<file path="config.mk">
export PLATFORM = sky130hd
export DESIGN_NAME = e203_tcm_boot_loader_arb
export DESIGN_NICKNAME = d
export VERILOG_FILES = /design/src/rtl/e203_tcm_loader_pkg.sv /design/src/rtl/e203_tcm_byte_packer.sv /design/src/rtl/e203_tcm_boot_loader_arb.sv
export SDC_FILE = /design/constraint.sdc
export NUM_CORES = 1
export LEC_CHECK = 0
export CORE_MARGIN = 10
export CORE_UTILIZATION = 31
export DETAILED_ROUTE_END_ITERATION = 10
export PLACE_DENSITY = 0.66
export SYNTH_ARGS = -nofsm -noshare
export SYNTH_HDL_FRONTEND = slang
export SYNTH_HIERARCHICAL = 1
export SYNTH_SLANG_ARGS = --single-unit
</file>
<file path="constraint.sdc">
create_clock -name clk -period 3 [get_ports clk]
set_input_delay 0.75 -clock clk [delete_from_list [all_inputs] [get_ports clk]]
set_output_delay 0.75 -clock clk [all_outputs]
set_load 0.05 [all_outputs]
</file>
<file path="src/rtl/e203_tcm_loader_pkg.sv">
// ---------------------------------------------------------------------------
// e203_tcm_loader_pkg
// Shared definitions for the TCM boot loader / SRAM port arbiter.
//   ldr_state_e : loader FSM state encoding
//   HDR_BYTES   : number of bytes in the little-endian length header
//   nb_of()     : bytes per TCM word for a given data width
// ---------------------------------------------------------------------------
package e203_tcm_loader_pkg;

    typedef enum logic [2:0] {
        S_IDLE,
        S_LEN,
        S_DATA,
        S_WR,
        S_CKSUM,
        S_RUN,
        S_ERR
    } ldr_state_e;

    localparam int HDR_BYTES = 4;

    function automatic int nb_of(input int dw);
        return dw / 8;
    endfunction

endpackage

</file>
<file path="src/rtl/e203_tcm_byte_packer.sv">
// ---------------------------------------------------------------------------
// e203_tcm_byte_packer
// Packs a little-endian byte stream into one TCM word, tracking which byte
// lanes have been filled.
//   clk, rst_n : clock, asynchronous active-low reset
//   push       : store byte_in into the next free lane
//   byte_in    : incoming byte
//   clear      : restart a new word (lane index and mask cleared)
//   word       : packed word (unfilled lanes hold stale data)
//   mask       : one bit per filled lane
//   full       : the next push fills the last lane of the word
// ---------------------------------------------------------------------------
module e203_tcm_byte_packer
    import e203_tcm_loader_pkg::*;
#(
    parameter int DW = 64
) (
    input  logic              clk,
    input  logic              rst_n,
    input  logic              push,
    input  logic [7:0]        byte_in,
    input  logic              clear,
    output logic [DW-1:0]     word,
    output logic [DW/8-1:0]   mask,
    output logic              full
);

    localparam int NB  = nb_of(DW);
    localparam int BIW = (NB > 1) ? $clog2(NB) : 1;

    logic [BIW-1:0] bi;

    assign full = (bi == BIW'(NB - 1));

    // Clear wins over push; the loader never does both in one cycle.
    always_ff @(posedge clk or negedge rst_n) begin
        if (!rst_n) begin
            word <= '0;
            mask <= '0;
            bi   <= '0;
        end else if (clear) begin
            mask <= '0;
            bi   <= '0;
        end else if (push) begin
            word[8*bi +: 8] <= byte_in;
            mask[bi]        <= 1'b1;
            bi              <= full ? '0 : bi + BIW'(1);
        end
    end

endmodule

</file>
<file path="src/rtl/e203_tcm_boot_loader_arb.sv">
// ---------------------------------------------------------------------------
// e203_tcm_boot_loader_arb
// Loads a TCM from a byte stream (4-byte LSB-first length header followed by
// the payload), holding the core in reset meanwhile, then hands the SRAM port
// to the core.
// Optional macro E203_TCM_LOADER_CKSUM_EN: a trailing XOR checksum byte is
// required after the payload (also when the length is zero).
//   clk, rst_n          : clock, asynchronous active-low reset
//   ld_bypass           : skip loading (sampled in IDLE)
//   ld_byte_vld/_rdy    : loader byte handshake, ld_byte data
//   core_cs/we/addr/wem/din : core SRAM request, serviced only in RUN
//   core_ready          : core owns the SRAM
//   ram_cs/we/addr/wem/din  : SRAM port
//   core_hold           : registered core reset hold
//   ld_done, ld_err     : sticky status flags
// ---------------------------------------------------------------------------
module e203_tcm_boot_loader_arb
    import e203_tcm_loader_pkg::*;
#(
    parameter int DW    = 64,
    parameter int AW    = 16,
    parameter int LEN_W = 32
) (
    input  logic              clk,
    input  logic              rst_n,
    input  logic              ld_bypass,
    input  logic              ld_byte_vld,
    input  logic [7:0]        ld_byte,
    output logic              ld_byte_rdy,
    input  logic              core_cs,
    input  logic              core_we,
    input  logic [AW-1:0]     core_addr,
    input  logic [DW/8-1:0]   core_wem,
    input  logic [DW-1:0]     core_din,
    output logic              core_ready,
    output logic              ram_cs,
    output logic              ram_we,
    output logic [AW-1:0]     ram_addr,
    output logic [DW/8-1:0]   ram_wem,
    output logic [DW-1:0]     ram_din,
    output logic              core_hold,
    output logic              ld_done,
    output logic              ld_err
);

    localparam int NB = nb_of(DW);
    // Largest payload that fits the TCM; one extra bit avoids overflow.
    localparam logic [LEN_W:0] MAXB = (LEN_W + 1)'(NB) << AW;

    ldr_state_e state, state_nxt;

    logic [LEN_W-9:0] len_hi;
    logic [LEN_W-1:0] len_full;
    logic [LEN_W-1:0] rem;
    logic [1:0]       hdr_cnt;
    logic [AW-1:0]    waddr;
    logic             byte_acc;
    logic             hdr_last;
    logic [DW-1:0]    pk_word;
    logic [NB-1:0]    pk_mask;
    logic             pk_full;
`ifdef E203_TCM_LOADER_CKSUM_EN
    logic [7:0]       cksum;
`endif

    assign byte_acc = ld_byte_vld & ld_byte_rdy;
    assign hdr_last = (hdr_cnt == 2'(HDR_BYTES - 1));
    // Header shifts in from the top so byte 0 ends up in bits [7:0].
    assign len_full = {ld_byte, len_hi};
    assign core_ready = (state == S_RUN);

    e203_tcm_byte_packer #(.DW(DW)) u_packer (
        .clk     (clk),
        .rst_n   (rst_n),
        .push    (byte_acc && (state == S_DATA)),
        .byte_in (ld_byte),
        .clear   (state == S_WR),
        .word    (pk_word),
        .mask    (pk_mask),
        .full    (pk_full)
    );

    always_ff @(posedge clk or negedge rst_n) begin
        if (!rst_n) state <= S_IDLE;
        else        state <= state_nxt;
    end

    always_comb begin
        state_nxt   = state;
        ld_byte_rdy = 1'b0;
        ram_cs      = 1'b0;
        ram_we      = 1'b0;
        ram_addr    = '0;
        ram_wem     = '0;
        ram_din     = '0;
        case (state)
            S_IDLE: state_nxt = ld_bypass ? S_RUN : S_LEN;
            S_LEN: begin
                ld_byte_rdy = 1'b1;
                if (byte_acc && hdr_last) begin
                    if (len_full == '0) begin
`ifdef E203_TCM_LOADER_CKSUM_EN
                        state_nxt = S_CKSUM;
`else
                        state_nxt = S_RUN;
`endif
                    end else if ({1'b0, len_full} > MAXB) begin
                        state_nxt = S_ERR;
                    end else begin
                        state_nxt = S_DATA;
                    end
                end
            end
            S_DATA: begin
                ld_byte_rdy = 1'b1;
                if (byte_acc && (pk_full || rem == LEN_W'(1))) state_nxt = S_WR;
            end
            S_WR: begin
                ram_cs   = 1'b1;
                ram_we   = 1'b1;
                ram_addr = waddr;
                ram_wem  = pk_mask;
                ram_din  = pk_word;
                if (rem != '0) state_nxt = S_DATA;
`ifdef E203_TCM_LOADER_CKSUM_EN
                else           state_nxt = S_CKSUM;
`else
                else           state_nxt = S_RUN;
`endif
            end
`ifdef E203_TCM_LOADER_CKSUM_EN
            S_CKSUM: begin
                ld_byte_rdy = 1'b1;
                if (byte_acc) state_nxt = (ld_byte == cksum) ? S_RUN : S_ERR;
            end
`endif
            S_RUN: begin
                ram_cs   = core_cs;
                ram_we   = core_we;
                ram_addr = core_addr;
                ram_wem  = core_wem;
                ram_din  = core_din;
            end
            S_ERR: ld_byte_rdy = 1'b1;
            default: state_nxt = S_IDLE;
        endcase
    end

    always_ff @(posedge clk or negedge rst_n) begin
        if (!rst_n) begin
            len_hi    <= '0;
            rem       <= '0;
            hdr_cnt   <= '0;
            waddr     <= '0;
            core_hold <= 1'b1;
            ld_done   <= 1'b0;
            ld_err    <= 1'b0;
`ifdef E203_TCM_LOADER_CKSUM_EN
            cksum     <= '0;
`endif
        end else begin
            case (state)
                S_LEN: begin
                    if (byte_acc) begin
                        len_hi  <= len_full[LEN_W-1:8];
                        hdr_cnt <= hdr_cnt + 2'd1;
                        if (hdr_last) begin
                            rem   <= len_full;
                            waddr <= '0;
                        end
                    end
                end
                S_DATA: begin
                    if (byte_acc) begin
                        rem   <= rem - LEN_W'(1);
`ifdef E203_TCM_LOADER_CKSUM_EN
                        cksum <= cksum ^ ld_byte;
`endif
                    end
                end
                S_WR:  waddr <= waddr + AW'(1);
                S_RUN: begin
                    ld_done   <= 1'b1;
                    core_hold <= 1'b0;
                end
                S_ERR: ld_err <= 1'b1;
                default: ;
            endcase
        end
    end

endmodule
</file>
# Yosys cells after proc, flatten, opt, wreduce, memory -nomap -nowiden
# Index checks and enable logic that the tools add are counted.
[classes]
add_sub_neg = 5
magnitude_cmp = 3
n_eq_ne = 13
shifts = 2
muxes = 28
bitwise = 4
reduce_logical = 18
[ops]
columns = ["operator", "n"]
rows = [
  ["one-hot mux 64 bit (2 select lines)", 1],
  ["two-way mux 32 bit", 3],
  ["bitwise mux 64 bit", 1],
  ["one-hot mux 16 bit (2 select lines)", 2],
  ["one-hot mux 32 bit (2 select lines)", 1],
  ["variable shift 8 x 34 -> 64 bit (first input constant)", 1],
  ["indexed part select 8 x 34 -> 64 bit", 1],
  ["negator 6 -> 34 bit", 1],
  ["== test 32 x 1 -> 1 bit (second input constant)", 1],
  ["greater-than comparator 32 x 20 -> 1 bit (second input constant)", 1],
  ["logical NOT 32 bit", 1],
  ["two-way mux 16 bit", 2],
  ["nonzero test 32 bit", 1],
  ["subtractor 32 x 1 -> 32 bit (second input constant)", 1],
  ["two-way mux 3 bit", 9],
  ["adder 16 x 1 -> 16 bit (second input constant)", 1],
  ["two-way mux 8 bit", 2],
  ["one-hot mux 8 bit (2 select lines)", 1],
  ["one-hot mux 3 bit (5 select lines)", 1],
  ["== test 3 bit (second input constant)", 3],
  ["!= test 2 bit (second input constant)", 4],
  ["OR 8 bit", 1],
  ["== test 3 x 2 -> 1 bit (second input constant)", 2],
  ["AND reduction 3 bit", 2],
  ["other kinds (20)", 29],
]
[totals]
regBits = 155
input_bits = 102
output_inout_bits = 95
word_cells = 84

# Depth between registers and ports, before layout
# Gate-level depths: netlist (run 1).
[depth]
ltp_word = 7
mapped_depth = 9
depth_no_buf = 7

# Hierarchy
# The synthesis (run 1) kept the hierarchy.
[by_module_without_submodules]
columns = ["module", "instances", "cells_each", "area_each_um2"]
rows = [
  ["e203_tcm_boot_loader_arb", 1, 569, 5231.3],
  ["e203_tcm_byte_packer", 1, 208, 3069.2],
]

# Least setup slack after synthesis (run 1)
# Ideal clock, no wire load.
[synth_path]
kind = "register to register"
start = "reg state[0]"
end = "reg u_packer.word[32]"
t_arrival_ns = 2.932
required_time_ns = 2.875
slack_ns = -0.056
stages_incl_launch_ff = 9
n_path_buf = 3
period_less_slack_ns = 3.056
path_cell_list = "dfrtp_1 -> clkbuf_1 -> nor3b_1 -> clkbuf_1 -> clkbuf_1 -> and2_1 -> or4b_4 -> nor4b_4 -> mux2_2"
[synth_via]
elab_chain_cells = 6
[synth_lines]
columns = ["item", "line_no", "rtl"]
rows = [
  ["start, declared", "e203_tcm_boot_loader_arb.sv:50", "ldr_state_e state, state_nxt;"],
  ["start signal, assigned", "e203_tcm_boot_loader_arb.sv:85", "else state <= state_nxt;"],
  ["== test 3 x 2 -> 1 bit, or another cell as far along", "e203_tcm_boot_loader_arb.sv:75, e203_tcm_boot_loader_arb.sv:96", ""],
  ["OR reduction 3 bit (no source line)", "n/a", ""],
  ["two-way mux 1 bit", "e203_tcm_boot_loader_arb.sv:96", "case (state)"],
  ["AND 1 bit", "e203_tcm_boot_loader_arb.sv:66", "assign byte_acc = ld_byte_vld & ld_byte_rdy;"],
  ["logical AND 1 bit", "e203_tcm_boot_loader_arb.sv:75", ".push (byte_acc && (state == S_DATA)),"],
  ["AND reduction 2 bit (no source line) *", "n/a", ""],
  ["end signal, assigned by index", "e203_tcm_byte_packer.sv:45", "word[8*bi +: 8] <= byte_in;"],
  ["end, declared", "e203_tcm_byte_packer.sv:23", "output logic [DW-1:0] word,"],
]
# Every way passes the cells marked *; elsewhere a longest branch is shown, timed or not.
# A chain may end at the register's enable or synchronous reset.

# Worst setup path after layout (run 1)
[layout_path]
start = "reg state[1]"
end = "out ram_din[14]"
[layout_via]
elab_chain_cells = 2
[layout_lines]
columns = ["item", "line_no", "rtl"]
rows = [
  ["== test 3 bit or == test 3 x 2 -> 1 bit (tied branches)", "e203_tcm_boot_loader_arb.sv:96", ""],
  ["one-hot mux 64 bit (2 select lines) *", "e203_tcm_boot_loader_arb.sv:96", ""],
  ["end, declared", "e203_tcm_boot_loader_arb.sv:40", "output logic [DW-1:0] ram_din,"],
]
# Marks and branches as above.

==> results.rst, run 1 <==
.. list-table::
   :header-rows: 1

   * - Metric
     - Value
   * - Outcome
     - finished clean
   * - Register-to-register path setup slack
     - ~0.27 ns
   * - HPWL reported at the end of detailed placement
     - 21360 um
   * - Clk Latency, worst-skew pair
     - between 0.4 and 0.5 ns
   * - Leakage power
     - 5.283 nW
   * - Worst Hold Margin
     - 0.2775 ns
   * - Setup slack of the critical path after layout
     - 0.08071 ns
   * - Critical Path Sink Type
     - primary output
   * - # diodes
     - 0
   * - Pin count of the biggest net entering global routing
     - 64
   * - RePlAce Congestion
     - 0.8208
   * - Largest voltage drop on the vdd net
     - 0.5074 mV
   * - Fill cell count
     - 2330
   * - Top cell types by occurrence after synthesis
     - dfrtp_1, a22o_1, mux2_2
   * - Antenna violations before repair
     - 0
   * - Synth area leaders
     - dfrtp_1, mux2_2, a22o_1, nor2_1, a21oi_1
   * - Cell-by-cell listing of the critical path
     - nand2_1 -> nor2_2 -> a22o_1 -> buf_12
   * - Y dimension of the die
     - 183.6 um
   * - CTS Buf Count
     - 17
   * - Critical path endpoint
     - ram_din[14]
   * - Number of flops mapped to enable cells by yosys
     - 0
   * - Final-report setup violation count
     - 0
   * - Growth of design area from synthesis to finish
     - 50.57%
   * - Initial standard-cell utilization of the core
     - 31.67%
   * - Width of the chip
     - 183.6 um
   * - Total iterations of the first detailed-routing run
     - 5
   * - Clock transition at the registers of the reported paths
     - 0.07 ns
   * - Average footprint of a synthesized cell
     - 10.68 sq um
   * - Synthesized netlist cell count
     - 777
   * - Transition time at the pin with the least slew margin
     - 0.6211 ns
   * - Number of buffer cells added on primary ports
     - 196
   * - Type of element launching the critical path
     - flip-flop
   * - Total power divided by cell area
     - 844.3 nW/um^2
   * - Violation count after the first detailed-routing iteration
     - 790
   * - Net Sw Power
     - 4.409 mW
   * - Startpoint of the most critical setup path
     - state[1]
   * - Logic gate share of total power
     - 45.4%
   * - Critical path start-end classification
     - flip-flop to primary output
   * - Critical path required time
     - 2.25 ns
   * - Critical-path top delay cell
     - nor2_2
   * - Max-slew headroom
     - 58.44%
   * - Number of placed instances with taps included
     - between 1k and 1.5k
   * - Final std cell area, no fill
     - approximately 12000 sq um
   * - Core Region
     - 26210 sq um
   * - Most frequently used flop master after synthesis
     - dfrtp_1
   * - Number of nets in the final layout
     - ~1.1k
   * - I/O pin count
     - between 150 and 200
   * - Arrival @ worst endpoint
     - 2.17 ns
   * - Yosys reg bits
     - 155
   * - Async set or reset register ratio after synthesis
     - 100.0%
   * - Dominant cell type by area after synthesis
     - dfrtp_1
   * - Endpoint of the lowest-slack register-to-register path
     - u_packer/word[34]
   * - Clock network fraction of design power
     - around a fifth
   * - Critical Path Fanout Max
     - 12
   * - Global router's overall resource usage
     - 16.75%
   * - Peak Freq
     - 0.3425 GHz
   * - Clock sink total
     - 155
   * - Crit path time final
     - 2.919 ns
   * - Area share of the largest cell type after synthesis
     - 46.43%
   * - Vias in the first global route
     - 7333
   * - Slowest stage delay, CP
     - 0.55 ns
   * - Post-Syn Area
     - around 8300 sq um
   * - Final Total Pwr
     - 10.55 mW
   * - Fraction of power consumed by sequential logic
     - 33.9%
   * - Number of levels the H-tree was split into
     - 4
   * - Fraction of layout instances using a drive strength above 1
     - ~29%
   * - Antenna viol nets, final
     - 0
   * - Area of the multi-input gates
     - 4184 sq um
   * - Switching Share
     - between 40% and 50%
   * - Average wire per standard cell
     - 21.14 um
   * - Non-filler cells in the finished layout
     - 1338
   * - R2r startpoint
     - state[1]
   * - Std cell rows
     - 59
   * - Overall routed net length
     - 28280 um
   * - TritonCTS clock tree
     - done
   * - Die Outline Area
     - 33720 sq um
   * - CTS root buffer
     - clkbuf_16
   * - Syn Nets
     - 889
   * - Class of the tightest hold or removal check
     - input port to async pin
   * - Sequential-to-total area share from yosys stat
     - 46.74%
   * - Number of distinct standard cells referenced by the synthesized netlist
     - 66
   * - Total DRC errors in the routed layout
     - 0
   * - Storage element area
     - 3881 sq um
   * - RSZ-0062 raised after global routing
     - no
   * - Cell with the most instances after synthesis
     - dfrtp_1
   * - Logic depth of the worst register-to-register path
     - 8
   * - Place WS
     - -0.1135 ns
   * - Max cap viols
     - 0
   * - CTS Buffer Depth
     - 2
   * - Gr ovfl total
     - 0
   * - Int Pwr
     - a little over 6 mW
   * - Count of endpoints failing hold in the final timing report
     - 0
   * - Post-placement cell area
     - roughly 12000 sq um
   * - Total of warnings raised by yosys
     - 6
   * - Worst Skew
     - around 0.0094 ns
   * - Final number of max-transition violations
     - 0
   * - Number of vias after detailed routing
     - approximately 7.3k
   * - Via-to-Cell Ratio
     - 5.484
   * - Crit share post-route
     - between 90% and 100%
   * - Global-route wire length before repair
     - around 44000 um
==> registers in the layout, summed over array words and instances, names as in the netlist <==
signal,count
u_packer/word,64
rem,32
len_hi,24
waddr,16
u_packer/mask,8
state,3
u_packer/bi,3
hdr_cnt,2
core_hold,1
ld_done,1
ld_err,1
==> cell usage in the layout, fill, tap and decap left out, types with 4 or more instances in the layout <==
master / netlist / routed
nor2b_1: 6 / 6
a21o_1: 6 / 6
inv_1: 16 / 16
nor4_1: 23 / 23
nand4_1: 11 / 11
a22o_1: 92 / 92
a31oi_1: 6 / 6
dfrtp_1: 154 / 153
xnor2_1: 7 / 7
o2bb2ai_1: 7 / 7
o22ai_1: 8 / 8
a21oi_1: 37 / 36
and2_1: 14 / 14
o211ai_1: 5 / 5
or4_1: 7 / 7
nor3_1: 16 / 16
and3_1: 8 / 7
or3_1: 12 / 12
nor2_1: 52 / 50
buf_12: 0 / 100
clkinv_4: 0 / 4
inv_6: 0 / 4
a22oi_1: 5 / 5
ha_1: 10 / 10
clkdlybuf4s50_1: 0 / 103
buf_4: 1 / 42
xor2_1: 5 / 5
a2bb2oi_1: 6 / 6
o21ai_0: 24 / 24
clkbuf_16: 0 / 17
nand3_1: 8 / 8
mux2_2: 88 / 88
nand2_1: 35 / 35
==> critical path: cells and delay by family, from the launching register on <==
kind            cells  cell delay, ns
buf+inv             1            0.15
simple gates        2            0.80
compound gates      1            0.27
flops               1            0.51
==> metrics by stage <==
| stage | utilization [%] | setup TNS, ns |
|---|---|---|
| after floorplan | - | 0 |
| after global placement | 45.25 | -0.2479 |
| after detailed placement | 45.25 | -0.1181 |
| after CTS | 47.69 | 0 |
| after global routing | 47.69 | 0 |
| final | 47.69 | 0 |
==> what timing repair did <==
action / in CTS / in global routing
setup endpoints to repair: 75 / 46
hold buffers: 0 / 0
endpoints found under the hold margin: 0 / 0
resized for setup: 1 / 1
buffers inserted: 3 / 0
cloned: 1 / 0
pin swaps: 1 / 0
==> power by group through the flow <==
| stage | clock network, mW | registers [mW] | logic, mW |
|---|---|---|---|
| global route | 2.30 | 3.66 | 5.17 |
| detailed placement | 0 | 3.59 | 4.71 |
| global placement | 0 | 3.57 | 4.61 |
| finish | 2.18 | 3.58 | 4.79 |
| floorplan | 0 | 3.27 | 2.96 |
| CTS | 2.22 | 3.56 | 4.78 |
==> cell type report <==
cell class / instances / share of cell area (%)
clock inverter: 14 / 1.241
multi-input combinational: 554 / 33.48
sequential: 155 / 31.05
clock buffer: 18 / 3.514
tap: 335 / 3.354
timing repair buffer: 246 / 26.88
inverter: 16 / 0.4805
==> cells by family after synthesis <==
group / after synthesis / share of synthesized area (%)
buffers and inverters: 69 / 3.271
AOI/OAI and AO/OA: 219 / 19.63
adders and majority gates: 10 / 1.507
and+or+nand+nor: 223 / 15.53
DFF: 155 / 46.74
xor gates and xnor gates: 12 / 1.266
muxes: 89 / 12.06
==> routing by layer <==
metal  up-vias  wire [um]  GRT usage [%]
met1      3705      12420          21.86
met2       216      13670          27.05
li1       3388          -              -
met5         -          0              0
met4         0        406          4.131
met3        29       1783          4.348
==> worst min path at each step <==
stage | start | to | slack, ns | cells after the start
6_report | rst_n | u_packer/word[17] | 0.28 | 1
4_1_cts | rst_n | u_packer/word[17] | 0.30 | 1
3_3_place_gp | ld_done | ld_done | 0.46 | 1
3_5_place_dp | ld_done | ld_done | 0.46 | 1
5_1_grt | rst_n | u_packer/word[17] | 0.32 | 1
2_1_floorplan | rst_n | hdr_cnt[0] | 0.45 | 0
Note: power is estimated with default switching activity, not from simulation.
==> inputs of run 2 (changes only) <==
SLEW_MARGIN = 30   (was not set)
==> results of run 2 <==
Final layout, timing and power as in run 1 (identical DEF).
==> patch (config.mk and constraints of run 1) <==
`LEN_W`: 32 -> 64.
--- a/src/rtl/e203_tcm_boot_loader_arb.sv
+++ b/src/rtl/e203_tcm_boot_loader_arb.sv
@@ -19,7 +19,7 @@
 #(
     parameter int DW    = 64,
     parameter int AW    = 16,
-    parameter int LEN_W = 32
+    parameter int LEN_W = 64
 ) (
     input  logic              clk,
     input  logic              rst_n,
Formal check against the unedited RTL: no difference found for any inputs over 4 cycles, from zero or initial values and one cycle with rst_n low; that may be too few to reach the edited logic, so the function may still have changed.
==> patch against run 1 <==
Area after synthesis is 39% higher. Synthesized cell count increased by 43%. Via count is 37% higher. Power up 34%. Cell area up 30%. Combinational power is 26% higher. Register-to-register slack worse by 90 ps. Core utilization decreased by 3.3 points. Sequential cell count up 64. Setup slack better by 24 ps. Die area rose by 35%. Critical path depth up 1. Global-route usage shrank 0.62 points. Wire length increased by 34%. Highest routed layer unchanged.
==> patch: results (changes against run 1) <==
Yosys
  • Cells after Synth: 1110 (+43%)
  • Fraction of registers with async set/reset: 1.00 (unchanged)
  • Yosys cell types: 71 (+7.6%)
  • Largest cells by area after synthesis: dfrtp_1 (47%), mux2_2 (12%), a22o_1 (6.9%), nor2_1 (3.1%), a21oi_1 (2.8%)
  • Most frequent cells after synthesis: dfrtp_1 (218), mux2_2 (121), nor2_1 (95)
  • Seq/Total Area, Yosys: 0.475 (+0.00736)
  • Predominant post-synthesis flop cell: dfrtp_1
  • Warnings, synthesis: 6 (unchanged)
  • Syn Nets: 1221 (+37%)

Clock tree
  • CTS clock-pin slew for the worst setup and hold paths: 60 ps
  • Clock latency on the worst-skew pair: 530 ps (+90 ps)
  • Clock buffer depth: 3 (+1)
  • # H-tree levels: 1 (-3)
  • Postcts setup bufs: 6 (+3)
  • Clock Tree Root: clkbuf_16
  • Post-cts resize count: 5 (+4)
  • Clock buffer count from CTS: 24 (+7)

Global routing
  • Antenna violations before repair: 0 (unchanged)
  • First-pass GRT wire length: 59000 um (+34%)
  • Overall Global Routing Usage: 0.161 (-0.00617)
  • Pin count of the biggest net entering global routing: 105 (+64%)
  • Number of global-route vias before repair: 9965 (+36%)

Power and ir drop
  • Max VDD drop: 490 uV (-3.4%)
  • Clk pwr: 3080 uW (+41%)
  • Static leakage: 0.00676 uW (+28%)
  • Power Sequential: 4970 uW (+39%)
  • Sw Pwr: 5640 uW (+28%)

Drt
  • Via Count: 10071 (+37%)
  • DRT iter0 DRCs: 752 (-4.8%)
  • Routed wire length: 37900 um (+34%)
  • Number of detailed-route iterations in the first pass: 6 (+1)

Timing
  • Layout Skew: 16.2 ps (+6.79 ps)
  • Slew HR: 0.331 (-0.254)

Place
  • Dpl hpwl: 27400 um (+28%)
  • Placed cell areas: 15400 um^2 (+30%)
  • Placer Congestion: 0.848 (+3.3%)
  • PortBufs: 196 (unchanged)

Finish
  • Nets: 1447 (+31%)
  • ANT cells: 0 (unchanged)
  • Share of layout cells above drive strength 1: 0.273 (-0.0146)
  • Final Non-Filler Cells: 1822 (+36%)
  • Biggest regs: rem x64, u_packer/word x64, len_hi x56

Setup path
  • CP Launch Point: state[0]
  • CP arrival: 2150 ps (-20 ps)
  • RR Startpoint: rem[0]
  • Crit Path Max Fanout: 10 (-2)

Status
  • Outcome: finished clean

Worst hold path
  • Type of the tightest min-delay check: in2async
patch: path summary, 6_finish.rpt:
path                       slack, ps            to  depth (start not counted)
min                              190     waddr[14]                          1
min reg2reg                      460       ld_done                          1
max reg2reg                      180       rem[38]                          9
max                              100  ram_addr[15]                          5
min in group clk                 460       ld_done                          1
max in group asynchronous       2030       rem[14]                          2
patch: critical path: stages, from the launching register on:
cell,delay [ps]
dfrtp_2,460
nor2b_4,280
and2_4,300
buf_4,200
a22o_1,230
buf_12,160
patch: stage by stage:
stage          worst slack, ps  power, uW  TNS [ps]  hold slack (ps)   util
3_5_place_dp              -107      10900     -3200              455  0.419
5_1_grt                   3.73      14900         0              238  0.444
2_1_floorplan             15.8       8460         0              442      -
6_report                   105      14100         0              195  0.444
3_3_place_gp             -68.2      10700     -1840              445  0.419
4_1_cts                   40.2      14200         0              213  0.444
patch: logic make-up (layout without fill, tap and decap cells):
| family | after synthesis | in the layout | share of synthesized area |
|---|---|---|---|
| AND/OR/NAND/NOR | 354 | 357 | 0.166 |
| AO/OA/AOI/OAI | 312 | 312 | 0.194 |
| flip-flops | 219 | 219 | 0.475 |
| multiplexers | 122 | 122 | 0.119 |
| buffers and inverters | 82 | 323 | 0.0274 |
| XOR/XNOR | 12 | 12 | 0.00910 |
| adder cells (fa/ha/maj) | 9 | 9 | 0.00975 |
patch: routing by layer:
layer	GRT usage	wire length, um	vias to the layer above
met4	0.0369	626	0
met3	0.0283	2730	50
li1	-	-	4695
met1	0.210	16500	4975
met2	0.273	18000	351
met5	0	0	-
patch: final cells by class:
type / instances / area [um^2]
timing repair buffer: 270 / 3530
inverter: 9 / 33.8
clock inverter: 13 / 161
tap: 468 / 586
fill: 3369 / 20400
clock buffer: 31 / 668
multi-input combinational: 812 / 5820
sequential: 219 / 5480
